--- src/rtl/mc_ctrl_pkg.sv ---
// mc_ctrl_pkg: shared encodings for the multi-cycle ARM-subset controller.
//   - state_t        : controller sequencing states
//   - alu_op_t       : ALUControl encodings
//   - CMD_* / COND_* : data-processing command and condition-field codes
//   - RES_* / SRCB_* : ResultSrc and ALUSrcB mux encodings
//   - OP_*           : Instr[27:26] instruction class
package mc_ctrl_pkg;

  typedef enum logic [3:0] {
    FETCH  = 4'd0,
    DECODE = 4'd1,
    MEMADR = 4'd2,
    MEMRD  = 4'd3,
    MEMWB  = 4'd4,
    MEMWR  = 4'd5,
    EXECR  = 4'd6,
    EXECI  = 4'd7,
    ALUWB  = 4'd8,
    BRANCH = 4'd9,
    FAULT  = 4'd10
  } state_t;

  typedef enum logic [1:0] {
    ALU_ADD = 2'b00,
    ALU_SUB = 2'b01,
    ALU_AND = 2'b10,
    ALU_ORR = 2'b11
  } alu_op_t;

  localparam logic [3:0] CMD_AND = 4'b0000;
  localparam logic [3:0] CMD_SUB = 4'b0010;
  localparam logic [3:0] CMD_ADD = 4'b0100;
  localparam logic [3:0] CMD_CMP = 4'b1010;
  localparam logic [3:0] CMD_ORR = 4'b1100;

  localparam logic [3:0] COND_EQ = 4'h0;
  localparam logic [3:0] COND_NE = 4'h1;
  localparam logic [3:0] COND_CS = 4'h2;
  localparam logic [3:0] COND_CC = 4'h3;
  localparam logic [3:0] COND_MI = 4'h4;
  localparam logic [3:0] COND_PL = 4'h5;
  localparam logic [3:0] COND_VS = 4'h6;
  localparam logic [3:0] COND_VC = 4'h7;
  localparam logic [3:0] COND_HI = 4'h8;
  localparam logic [3:0] COND_LS = 4'h9;
  localparam logic [3:0] COND_GE = 4'hA;
  localparam logic [3:0] COND_LT = 4'hB;
  localparam logic [3:0] COND_GT = 4'hC;
  localparam logic [3:0] COND_LE = 4'hD;
  localparam logic [3:0] COND_AL = 4'hE;

  localparam logic [1:0] RES_ALUOUT = 2'b00;
  localparam logic [1:0] RES_DATA   = 2'b01;
  localparam logic [1:0] RES_ALU    = 2'b10;

  localparam logic [1:0] SRCB_RD2  = 2'b00;
  localparam logic [1:0] SRCB_IMM  = 2'b01;
  localparam logic [1:0] SRCB_FOUR = 2'b10;

  localparam logic [1:0] OP_DP  = 2'b00;
  localparam logic [1:0] OP_MEM = 2'b01;
  localparam logic [1:0] OP_BR  = 2'b10;

  function automatic logic cmd_supported(input logic [3:0] cmd);
    return (cmd == CMD_ADD) || (cmd == CMD_SUB) || (cmd == CMD_AND) ||
           (cmd == CMD_ORR) || (cmd == CMD_CMP);
  endfunction

  // Unsupported commands fall back to ADD; CMP is a SUB with no writeback.
  function automatic alu_op_t cmd_to_alu(input logic [3:0] cmd);
    case (cmd)
      CMD_SUB: return ALU_SUB;
      CMD_CMP: return ALU_SUB;
      CMD_AND: return ALU_AND;
      CMD_ORR: return ALU_ORR;
      default: return ALU_ADD;
    endcase
  endfunction

endpackage

--- src/rtl/mc_ctrl_fsm_cond_check.sv ---
// cond_check: combinational ARM condition evaluation.
//   cond    in  4  Instr[31:28]
//   flags   in  4  {N,Z,C,V}
//   cond_ex out 1  1 when the instruction should take architectural effect
// The 4'b1111 code (unconditional space) is treated as never-execute.
module cond_check
  import mc_ctrl_pkg::*;
(
  input  logic [3:0] cond,
  input  logic [3:0] flags,
  output logic       cond_ex
);

  logic n, z, c, v;
  assign {n, z, c, v} = flags;

  always_comb begin
    cond_ex = 1'b0;
    case (cond)
      COND_EQ: cond_ex = z;
      COND_NE: cond_ex = ~z;
      COND_CS: cond_ex = c;
      COND_CC: cond_ex = ~c;
      COND_MI: cond_ex = n;
      COND_PL: cond_ex = ~n;
      COND_VS: cond_ex = v;
      COND_VC: cond_ex = ~v;
      COND_HI: cond_ex = c & ~z;
      COND_LS: cond_ex = ~c | z;
      COND_GE: cond_ex = (n == v);
      COND_LT: cond_ex = (n != v);
      COND_GT: cond_ex = ~z & (n == v);
      COND_LE: cond_ex = z | (n != v);
      COND_AL: cond_ex = 1'b1;
      default: cond_ex = 1'b0;
    endcase
  end

endmodule

--- src/rtl/mc_ctrl_fsm.sv ---
// mc_ctrl_fsm: multi-cycle ARM-subset control unit.
// Sequences FETCH/DECODE/EXEC/MEM/WRITEBACK, owns the NZCV register and
// gates every architectural write with the condition check.
// Ports:
//   clk, reset (async, active-low), Instr[31:0], ALUFlags[3:0] {N,Z,C,V}
//   enables : PC_src, RF_en, D_en, IRWrite (forced low while reset is low)
//   selects : AdrSrc, ResultSrc[1:0], ALUSrcA, ALUSrcB[1:0], ALUControl[1:0],
//             ImmSrc[1:0], RegSrc[1:0]
//   Flags[3:0] : current NZCV register
//   illegal    : only with MC_CTRL_ILLEGAL_TRAP_EN; high while in FAULT
// Build option MC_CTRL_ILLEGAL_TRAP_EN: op=11 or an unsupported data-processing
// command traps into FAULT, which only reset leaves. Without it op=11 is a NOP
// and unsupported commands execute as ADD.
module mc_ctrl_fsm
  import mc_ctrl_pkg::*;
#(
  parameter logic [3:0] RESET_FLAGS = 4'b0000
) (
  input  logic        clk,
  input  logic        reset,
  input  logic [31:0] Instr,
  input  logic [3:0]  ALUFlags,
  output logic        PC_src,
  output logic        RF_en,
  output logic        D_en,
  output logic        IRWrite,
  output logic        AdrSrc,
  output logic [1:0]  ResultSrc,
  output logic        ALUSrcA,
  output logic [1:0]  ALUSrcB,
  output logic [1:0]  ALUControl,
  output logic [1:0]  ImmSrc,
  output logic [1:0]  RegSrc,
`ifdef MC_CTRL_ILLEGAL_TRAP_EN
  output logic        illegal,
`endif
  output logic [3:0]  Flags
);

  logic [3:0] cond, cmd, rd;
  logic [1:0] op;
  logic [5:0] funct;
  logic       s_bit, is_cmp, rd_pc, cmd_ok;
  logic       cond_ex;
  logic       pc_we, rf_we, d_we, ir_we;
  logic       unused_instr_bits;

  state_t     state_q, state_d;
  logic [3:0] flags_q, flags_d;
  logic       cond_ex_q, cond_ex_d;

  assign cond   = Instr[31:28];
  assign op     = Instr[27:26];
  assign funct  = Instr[25:20];
  assign rd     = Instr[15:12];
  assign cmd    = funct[4:1];
  assign s_bit  = funct[0];
  assign is_cmp = (cmd == CMD_CMP);
  assign rd_pc  = (rd == 4'hF);
  assign cmd_ok = cmd_supported(cmd);
  assign unused_instr_bits = ^{Instr[19:16], Instr[11:0], cmd_ok};

  assign Flags  = flags_q;
  assign ImmSrc = op;

  cond_check u_cond_check (
    .cond    (cond),
    .flags   (flags_q),
    .cond_ex (cond_ex)
  );

  always_comb begin
    state_d = state_q;
    case (state_q)
      FETCH:  state_d = DECODE;
      DECODE: begin
        case (op)
          OP_MEM: state_d = MEMADR;
          OP_BR:  state_d = BRANCH;
          OP_DP: begin
`ifdef MC_CTRL_ILLEGAL_TRAP_EN
            if (!cmd_ok) state_d = FAULT;
            else
`endif
            state_d = funct[5] ? EXECI : EXECR;
          end
`ifdef MC_CTRL_ILLEGAL_TRAP_EN
          default: state_d = FAULT;
`else
          default: state_d = FETCH;
`endif
        endcase
      end
      MEMADR: state_d = funct[0] ? MEMRD : MEMWR;
      MEMRD:  state_d = MEMWB;
      EXECR:  state_d = ALUWB;
      EXECI:  state_d = ALUWB;
`ifdef MC_CTRL_ILLEGAL_TRAP_EN
      FAULT:  state_d = FAULT;
`endif
      default: state_d = FETCH;
    endcase
  end

  // Flag write happens at the edge that ends EXEC. The condition verdict is
  // snapshotted at the same edge so ALUWB is gated by the pre-update flags
  // (e.g. ADDSNE that sets Z must still write its result).
  always_comb begin
    flags_d   = flags_q;
    cond_ex_d = cond_ex_q;
    if (state_q == EXECR || state_q == EXECI) begin
      cond_ex_d = cond_ex;
      if (cond_ex && (s_bit || is_cmp)) begin
        flags_d[3:2] = ALUFlags[3:2];
        if (cmd == CMD_ADD || cmd == CMD_SUB || is_cmp)
          flags_d[1:0] = ALUFlags[1:0];
      end
    end
  end

  always_comb begin
    pc_we      = 1'b0;
    rf_we      = 1'b0;
    d_we       = 1'b0;
    ir_we      = 1'b0;
    AdrSrc     = 1'b0;
    ResultSrc  = RES_ALUOUT;
    ALUSrcA    = 1'b0;
    ALUSrcB    = SRCB_RD2;
    ALUControl = ALU_ADD;
    RegSrc     = 2'b00;
    case (state_q)
      FETCH: begin
        ir_we     = 1'b1;
        pc_we     = 1'b1;
        ALUSrcA   = 1'b1;
        ALUSrcB   = SRCB_FOUR;
        ResultSrc = RES_ALU;
      end
      DECODE: begin
        ALUSrcA   = 1'b1;
        ALUSrcB   = SRCB_FOUR;
        RegSrc[1] = (op == OP_BR);
      end
      MEMADR: begin
        ALUSrcB    = SRCB_IMM;
        ALUControl = funct[3] ? ALU_ADD : ALU_SUB;
        RegSrc[0]  = ~funct[0];
      end
      MEMRD: AdrSrc = 1'b1;
      MEMWR: begin
        AdrSrc = 1'b1;
        d_we   = cond_ex;
      end
      MEMWB: begin
        AdrSrc    = 1'b1;
        ResultSrc = RES_DATA;
        rf_we     = cond_ex;
        pc_we     = cond_ex & rd_pc;
      end
      EXECR: ALUControl = cmd_to_alu(cmd);
      EXECI: begin
        ALUSrcB    = SRCB_IMM;
        ALUControl = cmd_to_alu(cmd);
      end
      ALUWB: begin
        ResultSrc = RES_ALUOUT;
        rf_we     = cond_ex_q & ~is_cmp;
        pc_we     = cond_ex_q & rd_pc & ~is_cmp;
      end
      BRANCH: begin
        ALUSrcB   = SRCB_IMM;
        ResultSrc = RES_ALU;
        pc_we     = cond_ex;
      end
      default: ;
    endcase
  end

  // Enables are masked by the reset pin itself so they drop the instant reset
  // asserts, not at the next clock edge.
  assign PC_src  = pc_we & reset;
  assign RF_en   = rf_we & reset;
  assign D_en    = d_we  & reset;
  assign IRWrite = ir_we & reset;

`ifdef MC_CTRL_ILLEGAL_TRAP_EN
  assign illegal = (state_q == FAULT);
`endif

  always_ff @(posedge clk or negedge reset) begin
    if (!reset) begin
      state_q   <= FETCH;
      flags_q   <= RESET_FLAGS;
      cond_ex_q <= 1'b0;
    end else begin
      state_q   <= state_d;
      flags_q   <= flags_d;
      cond_ex_q <= cond_ex_d;
    end
  end

endmodule
--- config.mk ---
export PLATFORM = sky130hd
export DESIGN_NAME = mc_ctrl_fsm
export DESIGN_NICKNAME = d
export VERILOG_FILES = /design/src/rtl/mc_ctrl_pkg.sv /design/src/rtl/mc_ctrl_fsm_cond_check.sv /design/src/rtl/mc_ctrl_fsm.sv
export SDC_FILE = /design/constraint.sdc
export NUM_CORES = 1
export LEC_CHECK = 0
export ABC_AREA = 1
export ABC_CLOCK_PERIOD_IN_PS = 1730
export CAP_MARGIN = 20
export CORE_AREA = 10 10 62 64
export CTS_BUF_LIST = sky130_fd_sc_hd__clkbuf_16
export CTS_CLUSTER_SIZE = 10
export DETAILED_ROUTE_END_ITERATION = 16
export DIE_AREA = 0 0 72 74
export PLACE_DENSITY = 0.76
export SLEW_MARGIN = 15
export SYNTH_ARGS = -nofsm -noshare
export SYNTH_HDL_FRONTEND = slang
export SYNTH_SLANG_ARGS = --single-unit
export TNS_END_PERCENT = 20
--- constraint.sdc ---
create_clock -name clk -period 1.73 [get_ports clk]
set_input_delay 0.346 -clock clk [delete_from_list [all_inputs] [get_ports clk]]
set_output_delay 0.346 -clock clk [all_outputs]
set_load 0.1 [all_outputs]
[Yosys cells after proc, flatten, opt, wreduce, memory -nomap -nowiden]
Index checks and enable logic that the tools add are counted.
Word-level totals
  flip-flop bits (word level): 9
  logic and storage cells: 89
Cells by class
  eq/ne operators: 32
  muxes and demuxes: 18
  bitwise operators: 18
  reduce and logical (&&, ||, !) cells: 17
Operators by type and width (number)
  == test 4 bit (second input constant): 12
  == test 4 x 3 -> 1 bit (second input constant): 9
  == test 4 x 2 -> 1 bit (second input constant): 5
  case mux 4 bit (5 select lines): 1
  case mux 1 bit (15 select lines): 1
  logical NOT 4 bit: 3
  case mux 2 bit (2 select lines): 3
  case mux 4 bit (3 select lines): 1
  AND 1 bit: 10
  == test 4 x 1 -> 1 bit (second input constant): 2
  two-way mux 1 bit: 8
  OR reduction 2 bit: 4
  NOT 1 bit: 6
  case mux 2 bit (3 select lines): 1
  OR reduction 3 bit: 2
  logical OR 1 bit: 4
  case mux 1 bit (4 select lines): 1
  two-way mux 3 bit: 1
  AND reduction 3 bit: 1
  == test 2 x 1 -> 1 bit (second input constant): 1
  == test 2 bit (second input constant): 1
  logical NOT 2 bit: 1
  OR 1 bit: 2
  case mux 1 bit (2 select lines): 1
  4 further kinds: 4

[Longest topological paths before layout]
  depth in word-level cells: 6
  mapped depth: 12
  mapped depth without buffers: 12

[By module]
Synthesis repeated with hierarchy kept, for this count alone.
Second synthesis, totals
  cells, all modules: 153
  area, all modules: 903.4 um^2
By module, submodules not included
  mc_ctrl_fsm: instances 1, cells each 98, area each 674.4 um^2, sequential area each 225.2 um^2
  cond_check: instances 1, cells each 55, area each 229.0 um^2, sequential area each 0.0 um^2

[Worst setup path after synthesis]
No wires, ideal clock.
  path kind: reg2out
  start: register state_q[3]
  end: output port ALUSrcB[0]
  arrival time: 4.129 ns
  setup slack: -2.745 ns
  cell stages (with the launch flop): 4
  path buffers: 0
  path through: dfrtp_1 > nor2_1 > inv_1 > o311ai_0
On the way
  word-level cells in the longest chain between the ends: 3
RTL lines
  start: declaration: line mc_ctrl_fsm.sv:48  | state_t state_q, state_d;
  start signal: assignment: line mc_ctrl_fsm.sv:197  | state_q <= state_d;
  == test 4 x 3 -> 1 bit (tied with other cells): line mc_ctrl_fsm.sv:132  | case (state_q)
  OR reduction 3 bit (no source line) or OR reduction 2 bit (tied branches)
  case mux 2 bit (2 select lines) (*): line mc_ctrl_fsm.sv:132
  end: declaration: line mc_ctrl_fsm.sv:30  | output logic [1:0] ALUSrcB,
Every way passes the cells marked *; elsewhere a longest branch is shown, timed or not.

[Worst setup path after layout]
  start: register flags_q[3] (netlist: Flags[3])
  end: output port PC_src
On the way
  word-level cells in the longest chain between the ends: 6
RTL lines
  start: declaration: line mc_ctrl_fsm.sv:49  | logic [3:0] flags_q, flags_d;
  start signal: assignment: line mc_ctrl_fsm.sv:198  | flags_q <= flags_d;
  != test 1 bit or == test 1 bit (tied branches)
  OR 1 bit or AND 1 bit (tied branches): line mc_ctrl_fsm_cond_check.sv:33, mc_ctrl_fsm_cond_check.sv:32
  case mux 1 bit (15 select lines) (*): line mc_ctrl_fsm_cond_check.sv:19  | case (cond)
  AND 1 bit: line mc_ctrl_fsm.sv:159  | pc_we = cond_ex & rd_pc;
  case mux 1 bit (4 select lines) (*): line mc_ctrl_fsm.sv:132
  AND 1 bit (*): line mc_ctrl_fsm.sv:182  | assign PC_src = pc_we & reset;
  end: declaration: line mc_ctrl_fsm.sv:23  | output logic PC_src,
Marked as above.

==> impl_metrics.ini <==
[yosys]
ys_types = 25
synth_area_leaders = dfrtp_1 (25%), nand2_1 (19%), nand3_1 (9.9%)
synth_warnings = 0
synth_xor_area_frac = 0
ys_seq_elements = 9
synth_area_um2 = 913.4
synth_cells = 156
yosysTopAreaCell = dfrtp_1
synth_mux_area_frac = 0
seq_area_frac_synth = 0.2466
avgSynthCellArea_um2 = 5.855
synthAdderAreaFrac = 0
synth_nets = 194
synth_top_area_share = 0.2466
synth_compound_area_frac = 0.07945
synth_top_family_by_area = simple AND/OR/NAND/NOR gates
synth_simple_gate_area_frac = 0.5247

[power_and_ir_drop]
p_comb_frac = 0.774
max-vdd-ir-drop_v = 0.001797
power_frac_seq = 0.112
power_frac_clock = 0.114
p_leak_nw = 0.9621
intPower_w = 0.001653
swShare = 0.5519
power.density_nw_per_um2 = 1834
power_w = 0.003688
switching_power_w = 0.002036

[cts]
cts.sinks = 9
ctsHoldBuffers = 0
cts_made_buffers = 3
clockBufferDepth = 2
cts_tree = yes
clk_pin_slew_ns = 0.04
clk_latency_ns = 0.24
root_buffer = clkbuf_16
htreeDepth = 1

[sta]
fin_crit_sh = 1.212
finalMaxSlewViolations = 0
fin_hold_ws_ns = 0.4605
grt_setup_unrepaired = yes
final_hold_viol_count = 0
setup_tns_ns = -2.060
fin_skew_ns = 0.003809
finalSetupViolations = 15
fmax_mhz = 476.8
maxSlewHeadroom = 0.7917
min_period_ns = 2.097
tightest_slew_ns = 0.3119
fin_ws_ns = -0.3673

[final_layout]
fillers = 195
diodes = 0
syn2layout_area_growth_pct = 120.1
multi_input_area_um2 = 715.7
most-common-layout-cells = nand2_1 (38), buf_4 (28), buf_12 (20)
stdcell_count = 258
final_common_cell = nand2_1
drive_gt1_frac = 0.5110
final_nets = 266
regArea_um2 = 231.5

[floorplanning]
row_count = 19
core_um2 = 2663
ioPinCount = 58
die_h_um = 74
design.die.area_um2 = 5328
dieWidth_um = 72
start_util = 0.3430

[placement]
placedCellCount = 247
dp.final_hpwl_mm = 2.581
port_buffers = 41
globalplace.congestion = 0.8438
preCtsSetupSlack_ns = -0.6343

[worst_setup_path]
crit_path_max_fanout = 5
start_kind = register
arrival_ns = 1.75
timing.rr.start = Flags[3]$_DFFE_PN0P_
endpoint_kind = output pin
critPathRequiredTime_ns = 1.38
crit_type = register to output pin
rrSetupSlack_ns = -0.07
reg2regPathDepth = 14
r2r_end = Flags[2]$_DFFE_PN0P_

[status]
violations = negative setup slack
status = complete, but fails checks

[route]
via_per_inst = 4.837
vias = 1248
drtIter0Drc = 44
ant_nets = 0
wl_per_cell_um = 13.64
drc = 0
drt-pass1-iter-count = 4
totalWireLength_mm = 3.519

[hold_path]
worstHoldPathType = input pin to async pin

[grt]
grt_pass1_vias = 1201
track_usage = 0.1270
grt_max_degree = 10
grt_first_pass_wirelength_mm = 5.485
antenna_found_initial = 0
grt-ovfl-total = 0

[job]
maxCapViolCount = 0
==> power groups by stage <==
stage / logic, W / clock network, W / registers, W
after floorplan: 0.00142 / 0 / 0.000559
after detailed placement: 0.00264 / 0 / 0.000388
final: 0.00285 / 0.000421 / 0.000413
after CTS: 0.00275 / 0.000423 / 0.000392
after global routing: 0.00298 / 0.000429 / 0.000423
after global placement: 0.00262 / 0 / 0.000386
==> logic make-up after synthesis <==
group	Yosys count
and+or+nand+nor	101
buffers and inverters	34
AOI/OAI and AO/OA	12
DFF	9
==> worst max-delay path by stage <==
| stage | depth (start not counted) | to | startpoint | slack [ns] |
|---|---|---|---|---|
| after floorplan | 8 | PC_src | state_q[2]$_DFF_PN0_ | -0.85 |
| after global placement | 14 | PC_src | Instr[31] | -0.58 |
| after detailed placement | 12 | PC_src | Instr[31] | -0.63 |
| after CTS | 12 | PC_src | Flags[3]$_DFFE_PN0P_ | -0.38 |
| after global routing | 11 | RF_en | Flags[2]$_DFFE_PN0P_ | -0.47 |
| final | 12 | PC_src | Flags[3]$_DFFE_PN0P_ | -0.37 |
==> routing by layer <==
metal  part of all wire  routed length, um  GRT usage
met1               0.37               1319     0.1285
met2               0.53               1865     0.2324
met3              0.069                242    0.03856
met4              0.026                 92    0.06452
met5                  0                  0          0
==> timing repair <==
action | 4_1_cts | 5_1_grt
pin swaps | 14 | 6
gates resized for setup | 27 | 23
cloned | 0 | 0
endpoints found under the setup margin | 15 | 18
buffers inserted | 4 | 3
==> synth_stat cells, drive strengths merged <==
library cell,instances
buf,3
nand4,3
inv,30
o311ai,1
nor3,4
o21ai,6
or2,1
clkinv,1
nand3,20
nor2,25
a21oi,3
nand2,48
o211ai,2
dfrtp,9
==> flip-flops by register name, indices dropped and copies added, names as in the netlist <==
| signal | flops |
|---|---|
| state_q | 4 |
| cond_ex_q | 1 |
| Flags | 4 |
==> cell type report <==
type,instances,share of cell area
clock inverter,1,0.002489
multi-input combinational,113,0.3559
inverter,31,0.05912
timing repair buffer,70,0.4107
tap,31,0.01929
clock buffer,3,0.03734
sequential,9,0.1151
==> critical path, stage by stage, from the launching register on <==
cell and delay [ns]:
dfrtp_2 0.40, inv_2 0.06, nand2_2 0.07, nand2_2 0.07, nand2_1 0.07, nand3_1 0.08, nor2_2 0.15, nand3_4 0.12
nand2_2 0.09, nand2_2 0.06, nor2_4 0.12, nor2_4 0.04, buf_12 0.16
==> per-stage QoR <==
| step | util | area, um^2 |
|---|---|---|
| finish | 0.7552 | 2011 |
| global route | 0.7552 | 2011 |
| CTS | 0.7251 | 1931 |
| detailed placement | 0.6640 | 1768 |
| global placement | 0.6640 | 1768 |
| floorplan | - | 973.4 |
No activity file was read; power rests on OpenSTA's default activity.
